### src/rtl/jtframe_pllseq_pkg.sv
// Shared types and helpers for the PLL reset/lock sequencer.
package jtframe_pllseq_pkg;

  localparam int RETRY_W = 4;

  typedef enum logic [2:0] {
    PRST   = 3'd0,
    WAIT   = 3'd1,
    STABLE = 3'd2,
    STAGE  = 3'd3,
    RUN    = 3'd4
  } pllseq_state_e;

  // Counter only ever needs to reach max-1, so clog2(max) bits suffice; floor at 1 bit.
  function automatic int cnt_width(input int a, input int b, input int c, input int d);
    int m;
    m = a;
    if (b > m) m = b;
    if (c > m) m = c;
    if (d > m) m = d;
    if (m < 2) m = 2;
    return $clog2(m);
  endfunction

endpackage

### src/rtl/jtframe_sync2.sv
// Generic two-flop synchroniser with asynchronous active-low clear.
module jtframe_sync2 #(
  parameter int W = 1
) (
  input  logic         clk,
  input  logic         rst_n,
  input  logic [W-1:0] d,
  output logic [W-1:0] q
);

  logic [W-1:0] meta_r;

  // Two-stage capture of the asynchronous input.
  always_ff @(posedge clk or negedge rst_n) begin
    if (!rst_n) begin
      meta_r <= '0;
      q      <= '0;
    end else begin
      meta_r <= d;
      q      <= meta_r;
    end
  end

endmodule

### src/rtl/jtframe_pll_rstseq.sv
// PLL reset/lock sequencer: re-arms the PLL, waits for stable lock, then staggers
// SDRAM and game reset release. Optional lock watchdog: JTFRAME_PLL_WDOG_EN.
module jtframe_pll_rstseq
  import jtframe_pllseq_pkg::*;
#(
  parameter int PLLRST_CYC = 16,
  parameter int LOCK_CYC   = 1024,
  parameter int STAGE_GAP  = 256,
  parameter int TIMEOUT    = 65536
) (
  input  logic               clk,
  input  logic               rst_n,
  input  logic               pll_locked,
  output logic               pll_rst,
  output logic               rst_sdram,
  output logic               rst_game,
  output logic               lock_lost,
  output logic [RETRY_W-1:0] retries
);

`ifdef JTFRAME_PLL_WDOG_EN
  localparam int CNT_W = cnt_width(PLLRST_CYC, LOCK_CYC, STAGE_GAP, TIMEOUT);
`else
  localparam int CNT_W = cnt_width(PLLRST_CYC, LOCK_CYC, STAGE_GAP, 1);
`endif

  localparam logic [CNT_W-1:0] PRST_LAST  = CNT_W'(PLLRST_CYC - 1);
  localparam logic [CNT_W-1:0] LOCK_LAST  = CNT_W'(LOCK_CYC - 1);
  localparam logic [CNT_W-1:0] GAP_LAST   = CNT_W'(STAGE_GAP - 1);
`ifdef JTFRAME_PLL_WDOG_EN
  localparam logic [CNT_W-1:0] TO_LAST    = CNT_W'(TIMEOUT - 1);
`endif

  if (PLLRST_CYC < 1 || LOCK_CYC < 1 || STAGE_GAP < 1 || TIMEOUT < 2) begin : g_bad_param
    $error("jtframe_pll_rstseq: parameter out of range");
  end

  pllseq_state_e    state_r;
  logic [CNT_W-1:0] cnt_r;
  logic             locked_s;

  jtframe_sync2 #(.W(1)) u_sync (
    .clk   (clk),
    .rst_n (rst_n),
    .d     (pll_locked),
    .q     (locked_s)
  );

  // Sequencer FSM; every output is a register updated alongside the state.
  always_ff @(posedge clk or negedge rst_n) begin
    if (!rst_n) begin
      state_r   <= PRST;
      cnt_r     <= '0;
      pll_rst   <= 1'b1;
      rst_sdram <= 1'b1;
      rst_game  <= 1'b1;
      lock_lost <= 1'b0;
      retries   <= '0;
    end else begin
      case (state_r)
        PRST: begin
          if (cnt_r == PRST_LAST) begin
            state_r <= WAIT;
            cnt_r   <= '0;
            pll_rst <= 1'b0;
          end else begin
            cnt_r <= cnt_r + CNT_W'(1);
          end
        end
        WAIT: begin
          if (locked_s) begin
            state_r <= STABLE;
            cnt_r   <= '0;
          end else begin
`ifdef JTFRAME_PLL_WDOG_EN
            if (cnt_r == TO_LAST) begin
              state_r <= PRST;
              cnt_r   <= '0;
              pll_rst <= 1'b1;
              if (retries != {RETRY_W{1'b1}}) begin
                retries <= retries + RETRY_W'(1);
              end else begin
                retries <= retries;
              end
            end else begin
              cnt_r <= cnt_r + CNT_W'(1);
            end
`else
            cnt_r <= cnt_r;
`endif
          end
        end
        STABLE: begin
          if (!locked_s) begin
            state_r <= WAIT;
            cnt_r   <= '0;
          end else if (cnt_r == LOCK_LAST) begin
            state_r   <= STAGE;
            cnt_r     <= '0;
            rst_sdram <= 1'b0;
          end else begin
            cnt_r <= cnt_r + CNT_W'(1);
          end
        end
        STAGE, RUN: begin
          // Lock dropped after SDRAM was running: reset everything and re-arm the PLL.
          if (!locked_s) begin
            state_r   <= PRST;
            cnt_r     <= '0;
            pll_rst   <= 1'b1;
            rst_sdram <= 1'b1;
            rst_game  <= 1'b1;
            lock_lost <= 1'b1;
          end else if (state_r == STAGE) begin
            if (cnt_r == GAP_LAST) begin
              state_r  <= RUN;
              cnt_r    <= '0;
              rst_game <= 1'b0;
            end else begin
              cnt_r <= cnt_r + CNT_W'(1);
            end
          end else begin
            cnt_r <= cnt_r;
          end
        end
        default: begin
          state_r   <= PRST;
          cnt_r     <= '0;
          pll_rst   <= 1'b1;
          rst_sdram <= 1'b1;
          rst_game  <= 1'b1;
        end
      endcase
    end
  end

endmodule

### config.mk
export PLATFORM = sky130hd
export DESIGN_NAME = jtframe_pll_rstseq
export DESIGN_NICKNAME = d
export VERILOG_FILES = /design/src/rtl/jtframe_pllseq_pkg.sv /design/src/rtl/jtframe_sync2.sv /design/src/rtl/jtframe_pll_rstseq.sv
export SDC_FILE = /design/constraint.sdc
export NUM_CORES = 1
export LEC_CHECK = 0
export ABC_CLOCK_PERIOD_IN_PS = 2000
export BUFFER_PORTS_ARGS = -buffer_cell sky130_fd_sc_hd__buf_2
export CAP_MARGIN = 20
export CELL_PAD_IN_SITES_DETAIL_PLACEMENT = 0
export CELL_PAD_IN_SITES_GLOBAL_PLACEMENT = 1
export CORE_ASPECT_RATIO = 0.75
export CORE_MARGIN = 2
export CORE_UTILIZATION = 40
export CTS_BUF_LIST = sky130_fd_sc_hd__clkbuf_4 sky130_fd_sc_hd__clkbuf_8 sky130_fd_sc_hd__clkbuf_16
export DETAILED_ROUTE_END_ITERATION = 12
export PLACE_DENSITY_LB_ADDON = 0.3
export SETUP_SLACK_MARGIN = 0.4
export SLEW_MARGIN = 20
export SYNTH_ARGS = -nofsm -noshare
export SYNTH_HDL_FRONTEND = slang
export SYNTH_HIERARCHICAL = 1
export SYNTH_SLANG_ARGS = --single-unit
### constraint.sdc
create_clock -name clk -period 2 [get_ports clk]
set_input_delay 0.4 -clock clk [delete_from_list [all_inputs] [get_ports clk]]
set_output_delay 0.4 -clock clk [all_outputs]
set_load 0.005 [all_outputs]
==> results of run 1 <==
[timing repair]
item                                    4_1_cts  5_1_grt
setup buffers                                 2        5
gates resized for setup                       2        5
endpoints found under the setup margin       13       14
gates cloned                                  0        0
hold buffers                                  0        0
pin swaps                                     1        1
[power by group through the flow]
| stage | registers, mW | clock network, mW | logic [mW] |
|---|---|---|---|
| after CTS | 0.527 | 0.283 | 0.749 |
| after detailed placement | 0.533 | 0 | 0.742 |
| after global placement | 0.527 | 0 | 0.745 |
| final | 0.528 | 0.272 | 0.868 |
| after global routing | 0.541 | 0.301 | 0.945 |
| after floorplan | 0.505 | 0 | 0.620 |
[how the worst min path moves through the flow]
stage                                        from  depth (start not counted)                   end  slack, ps
after floorplan                             rst_n                          0  cnt_r[0]$_DFFE_PN0P_        100
after global placement    u_sync/meta_r$_DFF_PN0_                          0    u_sync/q$_DFF_PN0_        330
after detailed placement  u_sync/meta_r$_DFF_PN0_                          0    u_sync/q$_DFF_PN0_        350
after CTS                                   rst_n                          1  cnt_r[2]$_DFFE_PN0P_         80
after global routing                        rst_n                          1  cnt_r[0]$_DFFE_PN0P_         90
final                                       rst_n                          1  cnt_r[2]$_DFFE_PN0P_         70
[placed cells by master (no fill, tap or decap), drive strengths merged, types with 3 or more instances in the layout]
cell type	instances
a21o	3
a21oi	5
nor3	3
nor2	13
o21ai	10
conb	4
dfrtp	16
dfstp	3
inv	3
nand3	3
buf	20
nand2	9
xnor2	5
clkbuf	3
[layout make-up]
cell class	count	area (um^2)
sequential	19	480
fill	243	1310
timing repair buffer	20	148
clock buffer	3	41.3
tap	36	45.0
clock inverter	1	5.00
multi-input combinational	85	621
inverter	3	11.3
[per-layer routing]
layer  wire length [um]  part of all wire  global-route usage
met1               1080              0.50               0.210
met3                 80             0.037              0.0471
met2                988              0.46               0.230
met5                  0                 0                   0
met4                 13            0.0060              0.0313
[metrics by stage]
step / setup WS (ps) / instances / utilization / power, mW
floorplan: 57.1 / 116 / - / 1.13
global placement: 69.1 / 156 / 0.453 / 1.27
detailed placement: 45.2 / 156 / 0.453 / 1.27
CTS: 98.6 / 162 / 0.479 / 1.56
global route: 8.96 / 167 / 0.508 / 1.79
finish: 89.0 / 167 / 0.508 / 1.67
[kinds of logic after synthesis]
| group | count (synthesis) | synth area share |
|---|---|---|
| and+or+nand+nor | 45 | 0.221 |
| AOI/OAI and AO/OA | 28 | 0.203 |
| DFF | 19 | 0.422 |
| buffers and inverters | 12 | 0.0804 |
| xor gates and xnor gates | 6 | 0.0463 |
| adders and majority gates | 1 | 0.0110 |
| other | 1 | 0.00330 |
| muxes | 1 | 0.0132 |
[registers in the layout, summed over array words and instances (netlist names)]
| register | flops |
|---|---|
| cnt_r | 10 |
| state_r | 3 |
| lock_lost | 1 |
| pll_rst | 1 |
| rst_game | 1 |
| rst_sdram | 1 |
| u_sync/meta_r | 1 |
| u_sync/q | 1 |
[worst register-to-register path, stage by stage, from the launching register on]
cell      delay (ps)
dfrtp_1          430
or4_4            510
o31ai_4          220
nand2_2          120
a211oi_4         210
mux2_4           320
==> impl_metrics.json, run 1 <==
{
  "grt-ovfl-total": 0,
  "ant_nets": 0,
  "end_kind": "flop",
  "async_flop_share": 1.00,
  "synth-edff-count": 0,
  "floorplan.initialDensity": 0.427,
  "routed_wl_mm": 2.17,
  "cp.arrival_ps": 2060,
  "place_hpwl_mm": 1.52,
  "drc_errors": 0,
  "period_minus_slack_ps": 1910,
  "ioPinCount": 11,
  "diodes": 0,
  "wl_per_cell_um": 13.0,
  "critPathMaxStageDelay_ps": 510,
  "r2r-start": "cnt_r[5]$_DFFE_PN0P_",
  "die_x_um": 65.5,
  "drv_cap": 0,
  "p_leak_nw": 0.570,
  "path_depth": 5,
  "maxClockFrequency_ghz": 0.523,
  "skew_ps": 1.08,
  "clock_latency_ps": 260,
  "power_switching_uw": 643,
  "ys_ff_latch": 19,
  "swShare": 0.386,
  "antenna_found_initial": 0,
  "p_seq_frac": 0.317,
  "final_area_um2": 1350,
  "worst_path_max_delay_cell": "or4_4",
  "first_pass_iters": 4,
  "required_ps": 2150,
  "path_class": "reg2reg",
  "hold_viol": 0,
  "vias_per_cell": 5.12,
  "track_usage": 0.150,
  "cts_buffer_depth": 2,
  "power_frac_clock": 0.163,
  "synth_most_common_cell": "dfrtp_1",
  "place_area_um2": 1210,
  "hold_class": "in2async",
  "status": "finished clean",
  "fin_setup_tns_ps": 0,
  "crit_buf_inv": 0,
  "clk_pin_slew_ps": 70,
  "yosys-top-cells-area": "dfrtp_1, dfstp_2, nor2_1",
  "drive_gt1_frac": 0.351,
  "rows": 16,
  "drt_iter0_drc": 48,
  "yosys-top-cells-count": "dfrtp_1, nor2_1, nand2_1",
  "io_buffer_count": 6,
  "cts_tree": "yes",
  "cts-root-buf": "clkbuf_8",
  "r2r-end": "state_r[0]$_DFFE_PN0P_",
  "synth_top_cell_area_share": 0.352,
  "ir_drop_mv": 0.568,
  "grt_max_degree": 20,
  "reg2regPathDepth": 5,
  "syn2layout_area_growth_pct": 18.9,
  "slew_viol_final": 0,
  "post-route-period-util": 0.955,
  "startpoint": "cnt_r[5]$_DFFE_PN0P_",
  "critical_path.cell_chain": "or4_4 > o31ai_4 > nand2_2 > a211oi_4 > mux2_4",
  "grt_pass1_wl_mm": 3.73,
  "crit_path_max_fanout": 4,
  "synth_area_um2": 1140,
  "rsz0062_at_grt": "true",
  "crit_end": "state_r[0]$_DFFE_PN0P_",
  "worstSetupStartpointType": "flop",
  "setup_viol": 0,
  "grt_pass1_vias": 816,
  "critical_path.top_delay_family": "simple AND/OR/NAND/NOR gates",
  "cts-buffers-inserted": 3,
  "synth_cell_type_count": 48,
  "layout.nets": 136,
  "comb_power_share": 0.521,
  "vias": 855,
  "power-per-cell-area_nw_per_um2": 1230,
  "r2r_setup_slack_ps": 90,
  "finalWeightedCongestion": 0.796,
  "synth_top_cell_by_area": "dfrtp_1",
  "holdWs_ps": 70.7,
  "intPower_mw": 1.02,
  "yosysWarnings": 14,
  "synth_seq_area_share": 0.422,
  "ys.flop_type": "dfrtp_1",
  "h-tree-depth": 1,
  "postSynthCellCount": 113,
  "avgSynthCellArea_um2": 10.1,
  "cts_sinks": 19,
  "die_h_um": 50.2,
  "dieArea_um2": 3290,
  "core_area_um2": 2660
}
(Power assumes the default switching activity.)
==> run 2: changes to the inputs <==
--- a/config.mk
+++ b/config.mk
@@ -16,7 +16,6 @@
 export CTS_BUF_LIST = sky130_fd_sc_hd__clkbuf_4 sky130_fd_sc_hd__clkbuf_8 sky130_fd_sc_hd__clkbuf_16
 export DETAILED_ROUTE_END_ITERATION = 12
 export PLACE_DENSITY_LB_ADDON = 0.3
-export SETUP_SLACK_MARGIN = 0.4
 export SLEW_MARGIN = 20
 export SYNTH_ARGS = -nofsm -noshare
 export SYNTH_HDL_FRONTEND = slang
==> run 2 against run 1 <==
Effect of this change: hold slack worse by 0.73 ps; critical endpoint unchanged; die area unchanged; power down 5.9%; sequential share of layout area up 0.92 points; register-to-register slack worse by 70 ps; global-route usage up 1.1 points.
==> impl_metrics.json, run 2 (synthesis gave the netlist of run 1 again) <==
{
  "grt_pass1_wl_mm": 3.93,
  "status": "finished clean",
  "cts_sinks": 19,
  "clock_latency_ps": 260,
  "final_common_cell": "dfrtp_1",
  "worstSetupStartpointType": "flop",
  "vias_per_cell": 5.04,
  "drive_gt1_frac": 0.326,
  "skew_ps": 12.2,
  "hold_viol": 0,
  "required_ps": 2150,
  "setup_viol": 0,
  "grt_pass1_vias": 783,
  "syn2layout_area_growth_pct": 15.6,
  "first_pass_iters": 4,
  "critical_path.top_delay_family": "simple AND/OR/NAND/NOR gates",
  "die_h_um": 50.2,
  "h-tree-depth": 1,
  "p_leak_nw": 0.570,
  "cts-root-buf": "clkbuf_8",
  "period_minus_slack_ps": 1980,
  "fill_cells": 252,
  "crit_buf_inv": 0,
  "slew_viol_final": 0,
  "final_cell_mix": "dfrtp_1, buf_4, nor2_1",
  "grt-ovfl-total": 0,
  "maxClockFrequency_ghz": 0.506,
  "holdWs_ps": 70.0,
  "die_x_um": 65.5,
  "hold_class": "in2async",
  "largest_reg_flops": 10,
  "crit_path_max_fanout": 3,
  "end_kind": "flop",
  "dpl_worst_slack_ps": 33.9,
  "rsz0062_at_grt": "true",
  "cts_buffer_depth": 2,
  "io_buffer_count": 6,
  "drt_iter0_drc": 51,
  "drc_errors": 0,
  "drv_cap": 0,
  "post-route-period-util": 0.988,
  "wl_per_cell_um": 13.9,
  "ir_drop_mv": 0.613,
  "reg.largest.list": "cnt_r: 10 flops, state_r: 3 flops",
  "antenna_found_initial": 0,
  "diodes": 0,
  "ioPinCount": 11,
  "grt_max_degree": 20,
  "core_area_um2": 2660,
  "cts_hold_buf": 0,
  "cts_tree": "yes",
  "cp.arrival_ps": 2130,
  "ant_nets": 0,
  "place_hpwl_mm": 1.71,
  "power-per-cell-area_nw_per_um2": 1190,
  "final_cells": 168,
  "routed_wl_mm": 2.34,
  "track_usage": 0.161,
  "worst_path_max_delay_cell": "or4_4",
  "regArea_um2": 479,
  "cts-buffers-inserted": 3,
  "place_inst": 161,
  "multi_input_area_um2": 587,
  "critical_path.cell_chain": "or4_4 > o31ai_4 > nand2_2 > a211oi_4 > mux2_4",
  "critPathMaxStageDelay_ps": 540,
  "vias": 846,
  "finalWeightedCongestion": 0.805,
  "path_class": "reg2reg",
  "layout.nets": 137,
  "regMostFlops": "cnt_r",
  "rows": 16,
  "floorplan.initialDensity": 0.427,
  "dieArea_um2": 3290,
  "fin_ws_ps": 23.6,
  "clk_pin_slew_ps": 80
}
[run 2: path summary, 6_finish.rpt]
| kind | from | end | slack [ps] | cells after the start |
|---|---|---|---|---|
| max in group asynchronous | rst_n | pll_rst$_DFFE_PN1P_ | 1580 | 1 |
| min reg2reg | u_sync/meta_r$_DFF_PN0_ | u_sync/q$_DFF_PN0_ | 360 | 0 |
| max reg2reg | cnt_r[6]$_DFFE_PN0P_ | state_r[0]$_DFFE_PN0P_ | 20 | 5 |
| min in group clk | pll_locked | u_sync/meta_r$_DFF_PN0_ | 250 | 1 |
| min | rst_n | cnt_r[2]$_DFFE_PN0P_ | 70 | 1 |
| max | cnt_r[6]$_DFFE_PN0P_ | state_r[0]$_DFFE_PN0P_ | 20 | 5 |
[run 2: final cells by class]
class                      count  area share
inverter                       3     0.00857
multi-input combinational     85       0.447
clock buffer                   4      0.0371
timing repair buffer          21       0.109
tap                           36      0.0343
sequential                    19       0.365
[run 2: what timing repair did]
item,CTS,global route
setup buffers,0,3
resized for setup,0,2
setup endpoints to repair,0,6
[run 2: power by group]
group	switching (mW)	total (mW)	leakage (nW)	internal, mW
sequential	0.0704	0.530	0.239	0.460
clock	0.129	0.284	0.0262	0.155
combinational	0.405	0.755	0.305	0.350
total	0.604	1.57	0.570	0.965
[run 2: routing by layer]
layer,vias to the layer above,global-route usage,share of wire
met5,-,0,0
met4,0,0.0451,0.0090
met3,5,0.0404,0.033
met2,13,0.236,0.45
met1,399,0.235,0.51
li1,429,-,-
[run 2: metrics by stage]
| step | util | total power [mW] | TNS, ps | cell area, um^2 |
|---|---|---|---|---|
| after global routing | 0.493 | 1.70 | -50.9 | 1310 |
| after global placement | 0.463 | 1.25 | 0 | 1230 |
| after floorplan | - | 1.11 | 0 | 1150 |
| final | 0.493 | 1.57 | 0 | 1310 |
| after CTS | 0.481 | 1.56 | 0 | 1280 |
| after detailed placement | 0.463 | 1.27 | 0 | 1230 |
==> run 3: changes to the inputs <==
--- a/config.mk
+++ b/config.mk
@@ -5,7 +5,8 @@
 export SDC_FILE = /design/constraint.sdc
 export NUM_CORES = 1
 export LEC_CHECK = 0
-export ABC_CLOCK_PERIOD_IN_PS = 2000
+export ABC_AREA = 0
+export ABC_CLOCK_PERIOD_IN_PS = 2450
 export BUFFER_PORTS_ARGS = -buffer_cell sky130_fd_sc_hd__buf_2
 export CAP_MARGIN = 20
 export CELL_PAD_IN_SITES_DETAIL_PLACEMENT = 0
@@ -15,7 +16,7 @@
 export CORE_UTILIZATION = 40
 export CTS_BUF_LIST = sky130_fd_sc_hd__clkbuf_4 sky130_fd_sc_hd__clkbuf_8 sky130_fd_sc_hd__clkbuf_16
 export DETAILED_ROUTE_END_ITERATION = 12
-export PLACE_DENSITY_LB_ADDON = 0.3
+export PLACE_DENSITY = 0.68
 export SLEW_MARGIN = 20
 export SYNTH_ARGS = -nofsm -noshare
 export SYNTH_HDL_FRONTEND = slang
==> constraint.sdc (replaced) <==
create_clock -name clk -period 2.45 [get_ports clk]
set_input_delay 0.49 -clock clk [delete_from_list [all_inputs] [get_ports clk]]
set_output_delay 0.49 -clock clk [all_outputs]
set_load 0.005 [all_outputs]
==> run 3 against run 2 <==
Effect of this change: critical path depth unchanged; hold slack improved by 93 ps; fmax is 8.9% lower; cell area is 8.8% lower; largest cell class unchanged; highest routed layer unchanged.
==> impl_metrics.json, run 3 (synthesis gave the netlist of run 1 again) <==
{
  "vias_per_cell": 5.07,
  "cts-root-buf": "clkbuf_8",
  "maxSlewHeadroom": 0.613,
  "drc_errors": 0,
  "first_pass_iters": 4,
  "final_common_cell": "dfrtp_1",
  "path_class": "reg2reg",
  "place_hpwl_mm": 1.47,
  "cts.repair.resized": 0,
  "grt_max_degree": 20,
  "syn2layout_area_growth_pct": 5.51,
  "end_kind": "flop",
  "hold_class": "in2async",
  "status": "finished clean",
  "rows": 16,
  "drt_iter0_drc": 23,
  "wl_per_cell_um": 12.9,
  "post_cts_buffers": 0,
  "p_leak_nw": 0.497,
  "floorplan.initialDensity": 0.427,
  "post-route-period-util": 0.886,
  "drive_gt1_frac": 0.229,
  "slew_viol_final": 0,
  "h-tree-depth": 1,
  "grt-ovfl-total": 0,
  "diodes": 0,
  "worst_pin_slew_ps": 580,
  "worstSetupStartpointType": "flop",
  "track_usage": 0.134,
  "crit_path_max_fanout": 6,
  "cts_buffer_depth": 2,
  "hold_viol": 0,
  "clock_latency_ps": 250,
  "cts_sinks": 19,
  "skew_ps": 2.77,
  "die_x_um": 65.5,
  "dieArea_um2": 3290,
  "ir_drop_mv": 0.438,
  "final_cell_mix": "dfrtp_1, nor2_1, nand2_1",
  "io_buffer_count": 6,
  "regMostFlops": "cnt_r",
  "die_h_um": 50.2,
  "maxClockFrequency_ghz": 0.461,
  "setup_viol": 0,
  "cts-buffers-inserted": 3,
  "antenna_found_initial": 0,
  "ant_nets": 0,
  "place_area_um2": 1150,
  "required_ps": 2590,
  "vias": 781,
  "grt_pass1_vias": 681,
  "fin_setup_tns_ps": 0,
  "power-per-cell-area_nw_per_um2": 984,
  "grt_pass1_wl_mm": 3.37,
  "clk_pin_slew_ps": 70,
  "cts_hold_buf": 0,
  "largest_reg_flops": 10,
  "reg.largest.list": "cnt_r: 10 flops, state_r: 3 flops",
  "core_area_um2": 2660,
  "final_area_um2": 1200,
  "fin_util": 0.450,
  "finalWeightedCongestion": 0.799,
  "ioPinCount": 11,
  "period_minus_slack_ps": 2170,
  "drv_cap": 0,
  "cp.arrival_ps": 2310,
  "holdWs_ps": 163,
  "layout.nets": 123,
  "fill_cells": 259,
  "routed_wl_mm": 1.99,
  "cts_tree": "yes",
  "rsz0062_at_grt": "false"
}
[run 3: changes by cell type in the layout (fill, tap and decap cells not counted)]
cell,before,now
nor3_2,1,0
or3_4,1,0
or3_1,0,1
buf_4,15,1
nor3_1,2,3
[run 3: metal layers]
metal / share of wire / wire length (um) / global-route usage / vias to the layer above
met5: 0 / 0 / 0 / -
met3: 0.052 / 104 / 0.0516 / 2
met1: 0.54 / 1070 / 0.205 / 363
met4: 0.0020 / 4 / 0.0208 / 0
met2: 0.41 / 808 / 0.180 / 17
li1: - / - / - / 399
[run 3: critical path, cell delays in order (launching register included)]
cell      delay (ps)
dfrtp_1          390
ha_1             220
nand3_1          200
or3_1            490
a211oi_4         420
mux2_4           340
[run 3: final timing paths]
path / from / slack, ps / endpoint / depth (start not counted)
worst max-delay path: cnt_r[0]$_DFFE_PN0P_ / 280 / state_r[0]$_DFFE_PN0P_ / 5
worst min-delay path: rst_n / 160 / cnt_r[0]$_DFFE_PN0P_ / 1
worst max register to register: cnt_r[0]$_DFFE_PN0P_ / 280 / state_r[0]$_DFFE_PN0P_ / 5
worst min register to register: u_sync/meta_r$_DFF_PN0_ / 370 / u_sync/q$_DFF_PN0_ / 0
max in group asynchronous: rst_n / 1960 / rst_game$_DFFE_PN1P_ / 1
min in group clk: pll_locked / 340 / u_sync/meta_r$_DFF_PN0_ / 1
[run 3: final cells by class]
cell class / count / area (um^2) / share of cell area
Multi-Input combinational cell: 85 / 577 / 0.481
Sequential cell: 19 / 479 / 0.400
Clock buffer: 4 / 48.8 / 0.0407
Tap cell: 36 / 45.0 / 0.0376
Timing Repair Buffer: 7 / 37.5 / 0.0313
Inverter: 3 / 11.3 / 0.00939
[run 3: power breakdown]
group          switching, mW  internal, mW
Clock                 0.0962         0.126
Sequential            0.0988         0.375
Combinational          0.263         0.220
Total                  0.458         0.721
[run 3: through the flow]
step	worst slack [ps]	power [mW]	instances
CTS	276	1.19	154
detailed placement	286	0.961	150
global route	185	1.26	154
floorplan	462	0.902	116
finish	279	1.18	154
global placement	365	0.957	150
